File: src/rtl/fetch_pkg.sv
// Shared types and constants for the instruction-fetch stage.
package fetch_pkg;

  localparam int INSTR_BYTES = 4;

  typedef enum logic {FS_RUN, FS_HALT} fetch_state_t;

  typedef struct packed {
    logic [31:0] pc;
    logic [31:0] instr;
  } fetch_entry_t;

endpackage

File: src/rtl/fetch_fifo.sv
// Synchronous FIFO of {pc, instr} entries between fetch and decode.
// Flush clears both pointers and wins over push/pop in the same cycle.
module fetch_fifo
  import fetch_pkg::*;
#(
  parameter int DEPTH = 2
) (
  input  logic         clk,
  input  logic         rst_n,
  input  logic         flush,
  input  logic         push,
  input  logic         pop,
  input  fetch_entry_t push_data,
  output fetch_entry_t head,
  output logic         full,
  output logic         empty
);

  localparam int AW = $clog2(DEPTH);

  logic [AW:0]  wr_ptr_q, wr_ptr_d;
  logic [AW:0]  rd_ptr_q, rd_ptr_d;
  fetch_entry_t mem_q [DEPTH];
  fetch_entry_t mem_d [DEPTH];

  always_comb begin
    mem_d    = mem_q;
    wr_ptr_d = wr_ptr_q;
    rd_ptr_d = rd_ptr_q;
    if (flush) begin
      wr_ptr_d = '0;
      rd_ptr_d = '0;
    end else begin
      if (push) begin
        mem_d[wr_ptr_q[AW-1:0]] = push_data;
        wr_ptr_d = wr_ptr_q + (AW+1)'(1);
      end
      if (pop) begin
        rd_ptr_d = rd_ptr_q + (AW+1)'(1);
      end
    end
  end

  always_ff @(posedge clk or negedge rst_n) begin
    if (!rst_n) begin
      wr_ptr_q <= '0;
      rd_ptr_q <= '0;
      mem_q    <= '{default: '0};
    end else begin
      wr_ptr_q <= wr_ptr_d;
      rd_ptr_q <= rd_ptr_d;
      mem_q    <= mem_d;
    end
  end

  // Pointers carry one extra wrap bit so full and empty are distinguishable.
  assign empty = (wr_ptr_q == rd_ptr_q);
  assign full  = (wr_ptr_q[AW] != rd_ptr_q[AW]) &&
                 (wr_ptr_q[AW-1:0] == rd_ptr_q[AW-1:0]);
  assign head  = mem_q[rd_ptr_q[AW-1:0]];

endmodule

File: src/rtl/fetch_unit.sv
// Instruction-fetch stage: PC register, run/halt FSM and fetch buffer toward
// decode. Redirects from execute flush the buffer and reload the PC.
module fetch_unit
  import fetch_pkg::*;
#(
  parameter logic [31:0] RESET_PC   = 32'h0000_0000,
  parameter int          IMEM_WORDS = 256,
  parameter int          FIFO_DEPTH = 2
) (
  input  logic        clk,
  input  logic        rst_n,
  output logic [31:0] imem_addr,
  input  logic [31:0] imem_instr,
  input  logic        redirect_valid,
  input  logic [31:0] redirect_pc,
  output logic        out_valid,
  input  logic        out_ready,
  output logic [31:0] out_pc,
  output logic [31:0] out_instr,
  output logic        halted
);

  localparam logic [31:0] PC_LIMIT = 32'(INSTR_BYTES * IMEM_WORDS);

  fetch_state_t state_q, state_d;
  logic [31:0]  pc_q, pc_d;
  logic [31:0]  redirect_target;
  logic         pc_in_range, target_in_range;
  logic         fifo_full, fifo_empty;
  logic         push, pop;
  fetch_entry_t push_data, head;

  assign redirect_target = redirect_pc & ~32'h3;
  assign pc_in_range     = (pc_q < PC_LIMIT);
  assign target_in_range = (redirect_target < PC_LIMIT);

  assign pop  = !fifo_empty && out_ready;
  assign push = (state_q == FS_RUN) && pc_in_range && !redirect_valid &&
                (!fifo_full || pop);

  assign push_data.pc    = pc_q;
  assign push_data.instr = imem_instr;

  always_comb begin
    state_d = state_q;
    pc_d    = pc_q;
    if (redirect_valid) begin
      pc_d = redirect_target;
      if (state_q == FS_HALT && target_in_range) begin
        state_d = FS_RUN;
      end
    end else begin
      if (state_q == FS_RUN && !pc_in_range) begin
        state_d = FS_HALT;
      end
      if (push) begin
        pc_d = pc_q + 32'(INSTR_BYTES);
      end
    end
  end

  always_ff @(posedge clk or negedge rst_n) begin
    if (!rst_n) begin
      state_q <= FS_RUN;
      pc_q    <= RESET_PC;
    end else begin
      state_q <= state_d;
      pc_q    <= pc_d;
    end
  end

  fetch_fifo #(.DEPTH(FIFO_DEPTH)) u_fifo (
    .clk       (clk),
    .rst_n     (rst_n),
    .flush     (redirect_valid),
    .push      (push),
    .pop       (pop),
    .push_data (push_data),
    .head      (head),
    .full      (fifo_full),
    .empty     (fifo_empty)
  );

  assign imem_addr = pc_q;
  assign out_valid = !fifo_empty;
  assign out_pc    = head.pc;
  assign out_instr = head.instr;
  assign halted    = (state_q == FS_HALT);

endmodule

File: config.mk
export PLATFORM = sky130hd
export DESIGN_NAME = fetch_unit
export DESIGN_NICKNAME = d
export VERILOG_FILES = /design/src/rtl/fetch_pkg.sv /design/src/rtl/fetch_fifo.sv /design/src/rtl/fetch_unit.sv
export SDC_FILE = /design/constraint.sdc
export NUM_CORES = 1
export LEC_CHECK = 0
export BUFFER_PORTS_ARGS = -buffer_cell sky130_fd_sc_hd__buf_2
export CAP_MARGIN = 20
export CORE_MARGIN = 2
export CORE_UTILIZATION = 50
export CTS_BUF_LIST = sky130_fd_sc_hd__clkbuf_4
export DETAILED_ROUTE_END_ITERATION = 10
export PLACE_DENSITY_LB_ADDON = 0.08
export SLEW_MARGIN = 10
export SYNTH_ARGS = -nofsm -noshare
export SYNTH_HDL_FRONTEND = slang
export SYNTH_SLANG_ARGS = --single-unit
File: constraint.sdc
create_clock -name clk -period 4.2 [get_ports clk]
set_clock_uncertainty 0.15 [all_clocks]
set_input_delay 1.26 -clock clk [delete_from_list [all_inputs] [get_ports clk]]
set_output_delay 1.26 -clock clk [all_outputs]
set_load 0.005 [all_outputs]
==> reports/qor.csv <==
metric,value,unit
grt_pass1_wl,22.5,mm
crit_type,reg2out,
dpl_worst_slack,0.973,ns
grt_max_degree,106,
synth-async-reset-ratio,100,%
drt_wl_total,13.9,mm
crit_fanout,24,
powerDensity,326,nW/um^2
r2r-start,u_fifo.rd_ptr_q[0]$_DFFE_PN0P_,
syn_to_final_growth,18.0,%
postRouteAntennaNets,0,
die_w,122,microns
antenna_found_initial,0,
cts_tree,built,
endpoint,out_pc[27],
setup_tns,0,ns
grt_util_all_layers,19.5,%
reg2reg_depth,5,
crit_buf_inv,2,
post-dp-hpwl,9.17,mm
yosysWarnings,0,
hold_viol,0,
cp_slowest_cell,dfrtp_2,
ys_types,38,
required,2.79,ns
dieArea,15000,sq um
floorplan.initialDensity,50.8,%
fmax,277,MHz
max_slew_margin,38.1,%
synth_top_flop_cell,dfrtp_1,
post_cts_resized,0,
coreArea,13800,sq um
slowest_delay,0.82,ns
yosys_register_bits,159,
nFillCells,1133,
drc_errors,0,
num_vias,4419,
avgSynthCellArea,14.4,sq um
max_slew.worst_pin.slew,0.928,ns
path_delay_family,flip-flops,
r2r_end,u_fifo.mem_q[88]$_DFFE_PN0P_,
setup_viol,0,
synthCells,485,
synth_edf_count,0,
cts.clk_slew.worst_paths,0.13,ns
numClockSinks,159,
portBuffers,159,
path_cells,buf_4 -> mux2_2 -> buf_2,
p_leak,0.00430,uW
p_total,2690,uW
wl_per_cell,16.6,microns
setup_ws,0.583,ns
clk_latency,0.54,ns
route.met3.wl,815,microns
layout-drive-gt1-share,54.7,%
cts_root_buffer,clkbuf_4,
netlist_area,7000,sq um
highest_layer,met4,
critPathCaptureType,output pin,
hold_buffers,0,
io_pins,166,
clockBufferDepth,2,
cts_post_setup_buffers_inserted,0,
cts_buffers,17,
grt_pass1_vias,4514,
seq_area_frac_synth,56.8,%
rsz0062_at_grt,no,
met2WireLength,6.62,mm
drtIter0Drc,153,
wl_met1,6.24,mm
fin_crit_sh,86.1,%
drtPass1Iterations,4,
ir_worst_vdd,236,uV
h-tree-depth,4,
via_per_inst,5.26,
r2r_slack,1.25,ns
nNetsFinal,716,
maxSlewViolCount,0,
n_antenna_cell,0,
status,"complete, no violations",
drv_cap,0,
start_kind,register,
finalWeightedCongestion,0.820,
holdCritPathClass,reg2reg,
crit_path_start,u_fifo.rd_ptr_q[0]$_DFFE_PN0P_,
grt_remaining_overflow,0,
cp.arrival,2.21,ns
period_minus_slack,3.62,ns
fp-row-count,43,
cp_num_cells,3,
die_y,122,microns
==> per-stage QoR <==
step / instance area, sq um / util (%) / std cells / hold slack [ns]
floorplan: 7010 / - / 488 / 0.302
global placement: 7970 / 57.8 / 808 / 0.312
detailed placement: 7970 / 57.8 / 808 / 0.323
CTS: 8260 / 60.0 / 840 / 0.352
global route: 8260 / 60.0 / 840 / 0.364
finish: 8260 / 60.0 / 840 / 0.350
==> routing by layer <==
metal  track usage [%]  vias to the layer above
met5                 0                        -
met4              7.69                        0
met3              5.72                       16
met2              31.0                      115
met1              25.2                     2226
li1                  -                     2062
==> worst reg2reg max path, cell delays in order (launching register included) <==
cell and delay (ns):
dfrtp_2 0.82, xor2_1 0.40, o311ai_4 0.29, nor4_4 0.26
buf_4 0.51, mux2_2 0.40
==> flip-flops by register name (all words and copies together), names as in the netlist <==
name,count
halted,1
u_fifo.mem_q,124
u_fifo.wr_ptr_q,2
u_fifo.rd_ptr_q,2
imem_addr,30
==> power by group <==
group          internal [uW]  switching [uW]  total (uW)
registers               1560            35.9        1600
logic                   76.4            85.9         162
clock network            408             527         935
total                   2040             649        2690
==> synthesized netlist by cell type, types with 5 or more instances <==
library cell | count | area [sq um]
mux2_1 | 11 | 124
a31oi_1 | 7 | 43.8
clkbuf_1 | 15 | 56.3
nor2_1 | 10 | 37.5
mux2_2 | 122 | 1370
dfrtp_1 | 159 | 3980
mux2_4 | 30 | 450
o31ai_1 | 6 | 45.0
nor2b_1 | 45 | 282
o21ai_0 | 6 | 30.0
nor4_2 | 5 | 62.6
or4_1 | 7 | 52.6
nand3_1 | 6 | 30.0
buf_4 | 8 | 60.1
==> final cells by class <==
type / count / area [sq um] / area share (%)
clock inverters: 15 / 171 / 2.07
clock buffers: 17 / 128 / 1.54
repair buffers: 171 / 905 / 10.9
multi-input cells: 295 / 2840 / 34.4
inverters: 3 / 11.3 / 0.136
flip-flops and latches: 159 / 3980 / 48.2
well taps: 180 / 225 / 2.73
==> logic make-up after synthesis <==
logic type      Yosys count  share of synthesized area, %
fa+ha+maj                 1                         0.179
mux                     163                          27.8
flops                   159                          56.8
xor+xnor                  5                         0.625
other cells               1                        0.0535
compound gates           27                          2.82
simple gates             95                          8.95
buf+inv                  34                          2.73
==> worst min path at each step <==
stage	startpoint	end	slack [ns]	cells after the start
after CTS	u_fifo.mem_q[23]$_DFFE_PN0P_	u_fifo.mem_q[23]$_DFFE_PN0P_	0.35	1
after floorplan	u_fifo.mem_q[23]$_DFFE_PN0P_	u_fifo.mem_q[23]$_DFFE_PN0P_	0.30	1
after global placement	u_fifo.mem_q[23]$_DFFE_PN0P_	u_fifo.mem_q[23]$_DFFE_PN0P_	0.31	1
final	u_fifo.mem_q[80]$_DFFE_PN0P_	u_fifo.mem_q[80]$_DFFE_PN0P_	0.35	1
after global routing	u_fifo.mem_q[23]$_DFFE_PN0P_	u_fifo.mem_q[23]$_DFFE_PN0P_	0.36	1
after detailed placement	u_fifo.mem_q[23]$_DFFE_PN0P_	u_fifo.mem_q[23]$_DFFE_PN0P_	0.32	1
==> cells in the final DEF (no fill, tap or decap), types with 5 or more instances in the layout <==
master    Yosys  layout
o31ai_1       6       6
a31oi_1       7       7
mux2_1       11      11
o21ai_0       6       6
clkbuf_4      0      17
mux2_2      122     122
nand3_1       6       6
dfrtp_1     159     158
buf_4         8      11
buf_2         3     158
nor4_2        5       5
or4_1         7       7
nor2b_1      45      45
mux2_4       30      30
nor2_1       10      10
Power figures use the tool's default switching activity.
